[src/rtl/alu_share_arb_if.sv]
// Request/response bundle between the requesting units and the shared-ALU arbiter.
// master = requester side, slave = arbiter side.
interface alu_share_arb_if #(
  parameter int unsigned WIDTH = 8,
  parameter int unsigned NREQ  = 4
) ();
  localparam int unsigned IDW = $clog2(NREQ);

  logic [NREQ-1:0]       req_valid;
  logic [NREQ*WIDTH-1:0] req_a;
  logic [NREQ*WIDTH-1:0] req_b;
  logic [NREQ*2-1:0]     req_choice;
  logic [NREQ-1:0]       req_ready;
  logic                  rsp_valid;
  logic                  rsp_ready;
  logic [IDW-1:0]        rsp_id;
  logic [WIDTH-1:0]      rsp_c;
  logic                  rsp_cout;
  logic                  rsp_borrow;

  modport master (
    output req_valid, req_a, req_b, req_choice, rsp_ready,
    input  req_ready, rsp_valid, rsp_id, rsp_c, rsp_cout, rsp_borrow
  );

  modport slave (
    input  req_valid, req_a, req_b, req_choice, rsp_ready,
    output req_ready, rsp_valid, rsp_id, rsp_c, rsp_cout, rsp_borrow
  );
endinterface

[src/rtl/alu_share_arb.sv]
// Round-robin arbiter sharing one combinational ALU among NREQ requesters.
// Sequence per operation: IDLE (grant) -> EXEC (ALU settles) -> RESP (tagged result).
module alu_share_arb #(
  parameter int unsigned WIDTH = 8,
  parameter int unsigned NREQ  = 4,
  parameter int unsigned CNT_W = 16
) (
  input  logic               clk,
  input  logic               rst_n,
  alu_share_arb_if.slave     bus,
  output logic [WIDTH-1:0]   alu_a,
  output logic [WIDTH-1:0]   alu_b,
  output logic [1:0]         alu_choice,
  input  logic [WIDTH-1:0]   alu_c,
  input  logic               alu_cout,
  input  logic               alu_borrow,
  output logic [CNT_W-1:0]   ops_count
);
  localparam int unsigned IDW = $clog2(NREQ);

  typedef enum logic [1:0] {StIdle, StExec, StResp} state_e;

  state_e           state_q;
  logic [IDW-1:0]   last_q, id_q;
  logic [WIDTH-1:0] a_q, b_q;
  logic [1:0]       choice_q;
  logic             rsp_valid_q, rsp_cout_q, rsp_borrow_q;
  logic [IDW-1:0]   rsp_id_q;
  logic [WIDTH-1:0] rsp_c_q;
  logic [CNT_W-1:0] cnt_q;

  logic             gnt_found;
  logic [IDW-1:0]   gnt_idx, cand;
  logic [NREQ-1:0]  gnt_oh;

  // Search starts just after the previous winner so every requester gets a turn.
  always_comb begin
    gnt_found = 1'b0;
    gnt_idx   = '0;
    cand      = '0;
    for (int unsigned k = 1; k <= NREQ; k++) begin
      cand = IDW'((32'(last_q) + k) % NREQ);
      if (!gnt_found && bus.req_valid[cand]) begin
        gnt_found = 1'b1;
        gnt_idx   = cand;
      end
    end
    gnt_oh = gnt_found ? (NREQ'(1) << gnt_idx) : '0;
  end

  assign bus.req_ready  = (state_q == StIdle && rst_n) ? gnt_oh : '0;
  assign bus.rsp_valid  = rsp_valid_q;
  assign bus.rsp_id     = rsp_id_q;
  assign bus.rsp_c      = rsp_c_q;
  assign bus.rsp_cout   = rsp_cout_q;
  assign bus.rsp_borrow = rsp_borrow_q;
  assign alu_a          = a_q;
  assign alu_b          = b_q;
  assign alu_choice     = choice_q;
  assign ops_count      = cnt_q;

  always_ff @(posedge clk) begin
    if (!rst_n) begin
      state_q      <= StIdle;
      last_q       <= IDW'(NREQ - 1);
      id_q         <= '0;
      a_q          <= '0;
      b_q          <= '0;
      choice_q     <= '0;
      rsp_valid_q  <= 1'b0;
      rsp_id_q     <= '0;
      rsp_c_q      <= '0;
      rsp_cout_q   <= 1'b0;
      rsp_borrow_q <= 1'b0;
      cnt_q        <= '0;
    end else begin
      case (state_q)
        StIdle: begin
          // Operands only load on a grant so the ALU inputs stay quiet when idle.
          if (gnt_found) begin
            a_q      <= bus.req_a[32'(gnt_idx) * WIDTH +: WIDTH];
            b_q      <= bus.req_b[32'(gnt_idx) * WIDTH +: WIDTH];
            choice_q <= bus.req_choice[32'(gnt_idx) * 2 +: 2];
            id_q     <= gnt_idx;
            last_q   <= gnt_idx;
            state_q  <= StExec;
          end
        end
        StExec: begin
          rsp_c_q      <= alu_c;
          rsp_cout_q   <= alu_cout;
          rsp_borrow_q <= alu_borrow;
          rsp_id_q     <= id_q;
          rsp_valid_q  <= 1'b1;
          state_q      <= StResp;
        end
        StResp: begin
          if (bus.rsp_ready) begin
            rsp_valid_q <= 1'b0;
            cnt_q       <= cnt_q + 1'b1;
            state_q     <= StIdle;
          end
        end
        default: state_q <= StIdle;
      endcase
    end
  end
endmodule

[src/flat_wrapper.sv]
// flat-port wrapper written by rule: the top's interface ports become plain ports
module alu_share_arb_flat 
#(
  parameter int unsigned WIDTH = 8,
  parameter int unsigned NREQ  = 4,
  parameter int unsigned CNT_W = 16
)
  (clk, rst_n, alu_a, alu_b, alu_choice, alu_c, alu_cout, alu_borrow, ops_count, bus_req_valid, bus_req_a, bus_req_b, bus_req_choice, bus_rsp_ready, bus_req_ready, bus_rsp_valid, bus_rsp_id, bus_rsp_c, bus_rsp_cout, bus_rsp_borrow);
  alu_share_arb_if #(.WIDTH(WIDTH), .NREQ(NREQ)) bus_i ();
  input  logic clk;
  input  logic rst_n;
  output logic [WIDTH-1:0] alu_a;
  output logic [WIDTH-1:0] alu_b;
  output logic [1:0] alu_choice;
  input  logic [WIDTH-1:0] alu_c;
  input  logic alu_cout;
  input  logic alu_borrow;
  output logic [CNT_W-1:0] ops_count;
  input wire logic [$bits(bus_i.req_valid)-1:0] bus_req_valid;
  input wire logic [$bits(bus_i.req_a)-1:0] bus_req_a;
  input wire logic [$bits(bus_i.req_b)-1:0] bus_req_b;
  input wire logic [$bits(bus_i.req_choice)-1:0] bus_req_choice;
  input wire logic [$bits(bus_i.rsp_ready)-1:0] bus_rsp_ready;
  output wire logic [$bits(bus_i.req_ready)-1:0] bus_req_ready;
  output wire logic [$bits(bus_i.rsp_valid)-1:0] bus_rsp_valid;
  output wire logic [$bits(bus_i.rsp_id)-1:0] bus_rsp_id;
  output wire logic [$bits(bus_i.rsp_c)-1:0] bus_rsp_c;
  output wire logic [$bits(bus_i.rsp_cout)-1:0] bus_rsp_cout;
  output wire logic [$bits(bus_i.rsp_borrow)-1:0] bus_rsp_borrow;
  assign bus_i.req_valid = bus_req_valid;
  assign bus_i.req_a = bus_req_a;
  assign bus_i.req_b = bus_req_b;
  assign bus_i.req_choice = bus_req_choice;
  assign bus_i.rsp_ready = bus_rsp_ready;
  assign bus_req_ready = bus_i.req_ready;
  assign bus_rsp_valid = bus_i.rsp_valid;
  assign bus_rsp_id = bus_i.rsp_id;
  assign bus_rsp_c = bus_i.rsp_c;
  assign bus_rsp_cout = bus_i.rsp_cout;
  assign bus_rsp_borrow = bus_i.rsp_borrow;
  alu_share_arb #(.WIDTH(WIDTH), .NREQ(NREQ), .CNT_W(CNT_W)) u_core (.clk(clk), .rst_n(rst_n), .bus(bus_i), .alu_a(alu_a), .alu_b(alu_b), .alu_choice(alu_choice), .alu_c(alu_c), .alu_cout(alu_cout), .alu_borrow(alu_borrow), .ops_count(ops_count));
endmodule
[config.mk]
export PLATFORM = sky130hd
export DESIGN_NAME = alu_share_arb_flat
export DESIGN_NICKNAME = d
export VERILOG_FILES = /design/src/rtl/alu_share_arb_if.sv /design/src/rtl/alu_share_arb.sv /design/src/flat_wrapper.sv
export SDC_FILE = /design/constraint.sdc
export NUM_CORES = 1
export LEC_CHECK = 0
export ABC_AREA = 1
export BUFFER_PORTS_ARGS = -buffer_cell sky130_fd_sc_hd__buf_4
export CORE_UTILIZATION = 25
export DETAILED_ROUTE_END_ITERATION = 6
export GPL_TIMING_DRIVEN = 0
export RECOVER_POWER = 25
export SLEW_MARGIN = 20
export SYNTH_ARGS = -nofsm -noshare
export SYNTH_HDL_FRONTEND = slang
export SYNTH_SLANG_ARGS = --single-unit
[constraint.sdc]
create_clock -name clk -period 2.34 [get_ports clk]
set_input_delay 0.468 -clock clk [delete_from_list [all_inputs] [get_ports clk]]
set_output_delay 0.468 -clock clk [all_outputs]
set_load 0.02 [all_outputs]
# After elaboration in Yosys (flattened, before gate mapping)
# Cells that the tools add are included.
totals:
  out_inout_bits: 51
  register_bits: 53
  input_bits: 89
  word_cells: 65
classes:
  n_mux: 23
  n_eq_ne: 4
  order_cmp: 4
  addsub: 5
  shifts: 4
  reduce_logical: 13
op_table:
  columns: ["op", "count"]
  rows:
  - ["variable part select 32 x 6 -> 8 bit", 2]
  - ["adder 16 x 1 -> 16 bit (second input constant)", 1]
  - ["less-than comparator 2 x 3 -> 1 bit (second input constant)", 4]
  - ["2-to-1 mux 2 bit", 6]
  - ["2-to-1 mux 1 bit", 9]
  - ["binary-select mux 1 bit (select 2 bit)", 4]
  - ["2-to-1 mux 4 bit", 2]
  - ["AND reduction 2 bit", 4]
  - ["variable part select 8 x 4 -> 2 bit", 1]
  - ["one-hot mux 2 bit (3 select lines)", 1]
  - ["adder 2 x 1 -> 2 bit (second input constant)", 2]
  - ["adder 2 bit (second input constant)", 2]
  - ["logical AND 1 bit", 4]
  - ["<< shifter 1 x 2 -> 4 bit (first input constant)", 1]
  - ["logical NOT 1 bit", 3]
  - ["== test 2 x 1 -> 1 bit (second input constant)", 1]
  - ["== test 2 bit (second input constant)", 1]
  - ["logical NOT 2 bit", 1]
  - ["!= test 2 x 1 -> 1 bit (second input constant)", 1]
  - ["!= test 2 bit (second input constant)", 1]
  - ["one-hot mux 1 bit (2 select lines)", 1]
  - ["nonzero test 2 bit", 1]

# Depth between registers and ports, before layout
depth:
  word_depth: 16
  mapped_depth: 16
  mapped_depth_nobuf: 14

# Least setup slack after synthesis
# No wires, ideal clock.
synth_timing:
  kind: "register -> output"
  start: "reg u_core.last_q[0]"
  end: "out bus_req_ready[3]"
  n_path_buf: 3
  path_stages_with_launch: 14
  setup_slack_ns: -0.005
  required_time_ns: 1.872
  arrival_ns: 1.877
  cell_sequence: "dfxtp_1 buf_6 inv_4 nand2_1 nand2_2 nand2_4 nand2_4 inv_2 nand2_1 nand2_2 nand3_4 buf_8 buf_8 nor3_1"
synth_via:
  elab_chain_cells: 16
  word_cells_on_any_way: 29
  cone_classes: "add/sub (4); shift (1); mux (18); reduce/logical (6)"
synth_lines:
  columns: ["element", "line", "text"]
  rows:
  - ["from (decl)", "alu_share_arb.sv:24", "logic [IDW-1:0] last_q, id_q;"]
  - ["from (signal assigned)", "alu_share_arb.sv:65", "last_q <= IDW'(NREQ - 1);"]
  - ["from (signal assigned)", "alu_share_arb.sv:85", "last_q <= gnt_idx;"]
  - ["adder 2 x 1 -> 2 bit", "alu_share_arb.sv:42", "cand = IDW'((32'(last_q) + k) % NREQ);"]
  - ["binary-select mux 1 bit (select 2 bit)", "alu_share_arb.sv:43", "if (!gnt_found && bus.req_valid[cand]) begin"]
  - ["2-to-1 mux 1 bit (not written as such)", "alu_share_arb.sv:43", null]
  - ["2-to-1 mux 1 bit", "alu_share_arb.sv:43", null]
  - ["logical NOT 1 bit", "alu_share_arb.sv:43", null]
  - ["logical AND 1 bit", "alu_share_arb.sv:43", null]
  - ["2-to-1 mux 1 bit", "alu_share_arb.sv:43", null]
  - ["logical NOT 1 bit", "alu_share_arb.sv:43", null]
  - ["logical AND 1 bit", "alu_share_arb.sv:43", null]
  - ["2-to-1 mux 1 bit", "alu_share_arb.sv:43", null]
  - ["logical NOT 1 bit", "alu_share_arb.sv:43", null]
  - ["logical AND 1 bit", "alu_share_arb.sv:43", null]
  - ["2-to-1 mux 2 bit", "alu_share_arb.sv:43", null]
  - ["<< shifter 1 x 2 -> 4 bit", "alu_share_arb.sv:48", "gnt_oh = gnt_found ? (NREQ'(1) << gnt_idx) : '0;"]
  - ["2-to-1 mux 4 bit (*)", "alu_share_arb.sv:48", null]
  - ["2-to-1 mux 4 bit (*)", "alu_share_arb.sv:51", "assign bus.req_ready = (state_q == StIdle && rst_n) ? gnt_oh : '0;"]
  - ["to (decl)", "flat_wrapper.sv:24", "output wire logic [$bits(bus_i.req_ready)-1:0] bus_req_ready;"]
# Every way passes the cells marked *; elsewhere a longest branch is shown, timed or not. The select of a mux whose other input is x is not followed.

# Worst setup path in the final report
layout_timing:
  start: "reg u_core.last_q[0]"
  end: "out bus_req_ready[0]"
# Same word-level chain as after synthesis.

==> results by group <==
Layout
  • Antenna Cells: 0
  • FILL cells: 1,367
  • Fin nets: 688
  • Post-route cell area: 0.00473 sq mm
  • Layout area overhead: 47.5%
  • Proportion of layout cells with a drive suffix above 1: 40.6%

Route
  • Vias per cell: 4.40
  • Final ANT Viol Nets: 0
  • DRC errors left: 0
  • Wire length on met2: 5020 um
  • DRT met1 WL: 4680 um
  • Initial DRC count: 140
  • Via Count: 3,396
  • TritonRoute pass-1 iters: 4
  • Highest routed layer: met4
  • Wire length on met3: 543 um
  • Post-DR wirelength/cell: 13.4 um
  • Final wirelength: 10,300 um

Hold path
  • HP Class: in2reg
  • Hold Path Origin: alu_c[0]

Place
  • Port bufs: 138
  • GPL Wtd Cong: 0.790
  • Placed inst area: 0.00447 sq mm
  • Hpwl dp: 8060 um
  • Post-place setup slack: -0.130 ns

Yosys
  • EDFF count, synth: 0
  • Synth Cell Area: 0.00321 sq mm
  • Yosys cell types: 31
  • Synth top area cells: dfxtp_1 33%, nand3_2 9.7%, nand2_1 9.6%, nand3_1 7.6%, nor2_1 7.0%
  • Seq/Total Area, Yosys: 33.1%
  • Top_reg_cell synth: dfxtp_1
  • Yosys warns: 0
  • Synthesized Nets: 535
  • Seq cells post-synth: 53
  • Post-synth top cells: 82 x nand2_1, 60 x nor2_1, 53 x dfxtp_1, 49 x nand3_1, 39 x o21ai_0
  • Share of the synthesized area in the top cell type: 33.1%
  • Async S/R FF share, synth: 0%
  • Mapped Cells: 445
  • Post-synth top area cell: dfxtp_1
  • Count leader, synth: nand2_1
  • Synthesized area per cell: 7.21 sq um

Global route
  • Largest net degree at the start of global routing: 18
  • Global-route wire length before repair: 16,300 um
  • GRT overflow: 0
  • Gr usage total: 15.6%
  • Vias in the first global route: 3,361
  • Initial antenna violation count: 0

Power and ir drop
  • Pwr Density: 1500 mW/mm^2
  • Peak supply drop: 0.760 mV
  • Tot Pwr: 7120 uW
  • Clock Power Share: 10.2%
  • Seq pwr share: 18.4%
  • Net Switching: 3690 uW
  • Lkg Pwr: 0.00215 uW
  • Gate power share: 71.4%
  • Sw frac: 51.9%
  • Pint: 3430 uW

Run
  • Maximum capacitance violations: 0

CTS
  • Root buffer cell: clkbuf_16
  • TritonCTS Buffers: 5
  • Worst skew pair latency: 0.29 ns
  • CTS tree: built
  • H-tree depth: 2
  • Reg clk slew, reported paths: 0.07 ns
  • Clock sink count: 53
  • Clock Path Buffers: 2

STA
  • Worst slew pin tran: 0.525 ns
  • Max Fclk: 423 MHz
  • Slew margin rel.: 65.0%
  • Total Negative Setup Slacks: -0.0259 ns
  • Worst Skew: 0.00447 ns
  • Max-slew violations: 0
  • Final number of setup-violating endpoints: 2
  • Final period util: 101%
  • Final hold violations: 0
  • WHS: 0.402 ns
  • RSZ-0062 raised after global routing: yes
  • Final worst slack: -0.0227 ns
  • Tmin final: 2.36 ns

Critical path
  • FF-to-FF Start: u_core.last_q[0]$_SDFFE_PN1P_
  • Setup crit start kind: register
  • Cell chain of the critical path: buf_6, nand2_1, nand2_4, nand2_4, nand2_4, nor2_8, nand3_4, nand2_4, nor2_4, nor4_4, buf_4
  • Crit. End Element: primary output
  • Critical path arrival: 1.89 ns
  • Slowest CP cell: dfxtp_2
  • Critical Path RT: 1.87 ns
  • Worst-path fanout max: 5
  • CP Launch Point: u_core.last_q[0]$_SDFFE_PN1P_
  • Slowest stage delay, CP: 0.33 ns
  • CP dominant cell by count: nand2_4
  • WS Path Type: reg2out

Floorplanning
  • Die height: 115 um
  • Die Area: 0.0133 sq mm
  • Core area: 0.0126 sq mm
  • Boundary Pins: 140
  • Initial core utilization: 25.5%
  • Chip Width: 115 um
  • # rows: 41

Run status
  • Status: finished with violations
  • Failing checks: negative setup slack
[flip-flops by register name (all words and copies together), names as in the netlist]
register	cells
u_core.ops_count	16
u_core.alu_a	8
u_core.alu_b	8
u_core.bus.rsp_c	8
u_core.alu_choice	2
u_core.bus.rsp_id	2
u_core.id_q	2
u_core.last_q	2
u_core.state_q	2
u_core.bus.rsp_borrow	1
u_core.bus.rsp_cout	1
u_core.bus.rsp_valid	1
[power by group through the flow]
stage	clock, uW	combinational [uW]	sequential (uW)
floorplan	0	3330	1520
global placement	0	4800	1310
detailed placement	0	4880	1310
CTS	744	5220	1310
global route	791	5660	1340
finish	728	5080	1310
[critical path, delay by kind of cell, from the launching register on]
| kind | cells | cell delay [ns] |
|---|---|---|
| buffers and inverters | 2 | 0.32 |
| and+or+nand+nor | 9 | 0.98 |
| DFF | 1 | 0.33 |
[area by class of cell]
class	count	area, sq um	share of cell area [%]
inverters	33	143	3.01
flip-flops and latches	53	1070	22.5
plain buffers	21	145	3.07
multi-input cells	334	1980	41.9
repair buffers	150	1040	22.1
clock buffers	8	136	2.88
well taps	172	215	4.55
[logic make-up (layout without fill, tap and decap cells)]
group	count (synthesis)	after routing	share of synthesized area, %
adder cells (fa/ha/maj)	1	1	0.390
XOR/XNOR	2	2	0.546
flip-flops	53	53	33.1
buffers and inverters	58	212	9.75
AO/OA/AOI/OAI	58	58	9.86
AND/OR/NAND/NOR	273	273	46.4
[stage by stage]
stage	utilization, %	instances
after floorplan	-	445
after global placement	35.6	755
after detailed placement	35.6	755
after CTS	37.8	771
after global routing	37.7	771
final	37.7	771
[metal layers]
metal | up-vias | GRT usage (%)
met5 | - | 0
met4 | 0 | 2.86
met3 | 6 | 3.32
met2 | 93 | 27.3
met1 | 1541 | 19.7
li1 | 1756 | -
[path summary, 6_finish.rpt]
check | depth (start not counted) | end | slack, ns
worst min-delay path | 3 | u_core.bus.rsp_c[0]$_SDFFE_PN0P_ | 0.40
worst max register to register | 15 | u_core.alu_a[4]$_SDFFE_PN0P_ | 0.20
worst min register to register | 2 | u_core.bus.rsp_valid$_SDFFE_PN0P_ | 0.48
worst max-delay path | 11 | bus_req_ready[0] | -0.02
[placed cells by master, fill, tap and decap left out, types with 4 or more instances in the layout]
cell / netlist / layout
buf_2: 4 / 4
a21oi_1: 14 / 14
nand2_2: 9 / 15
nand3_1: 49 / 49
o21ai_0: 39 / 39
nand3_4: 3 / 5
buf_4: 3 / 124
buf_6: 2 / 6
nor2_2: 22 / 22
clkbuf_1: 11 / 38
nand3_2: 31 / 29
inv_1: 27 / 25
nand2_4: 4 / 12
nor2_1: 60 / 58
nand2_1: 82 / 68
dfxtp_1: 53 / 51
clkbuf_16: 0 / 5
[repair_timing]
action,CTS,global route
gates cloned,1,0
buffers inserted,10,1
pin swaps,11,2
setup endpoints to repair,4,4
gates resized for setup,27,24
hold buffers,0,0
No activity file was read; power rests on OpenSTA's default activity.
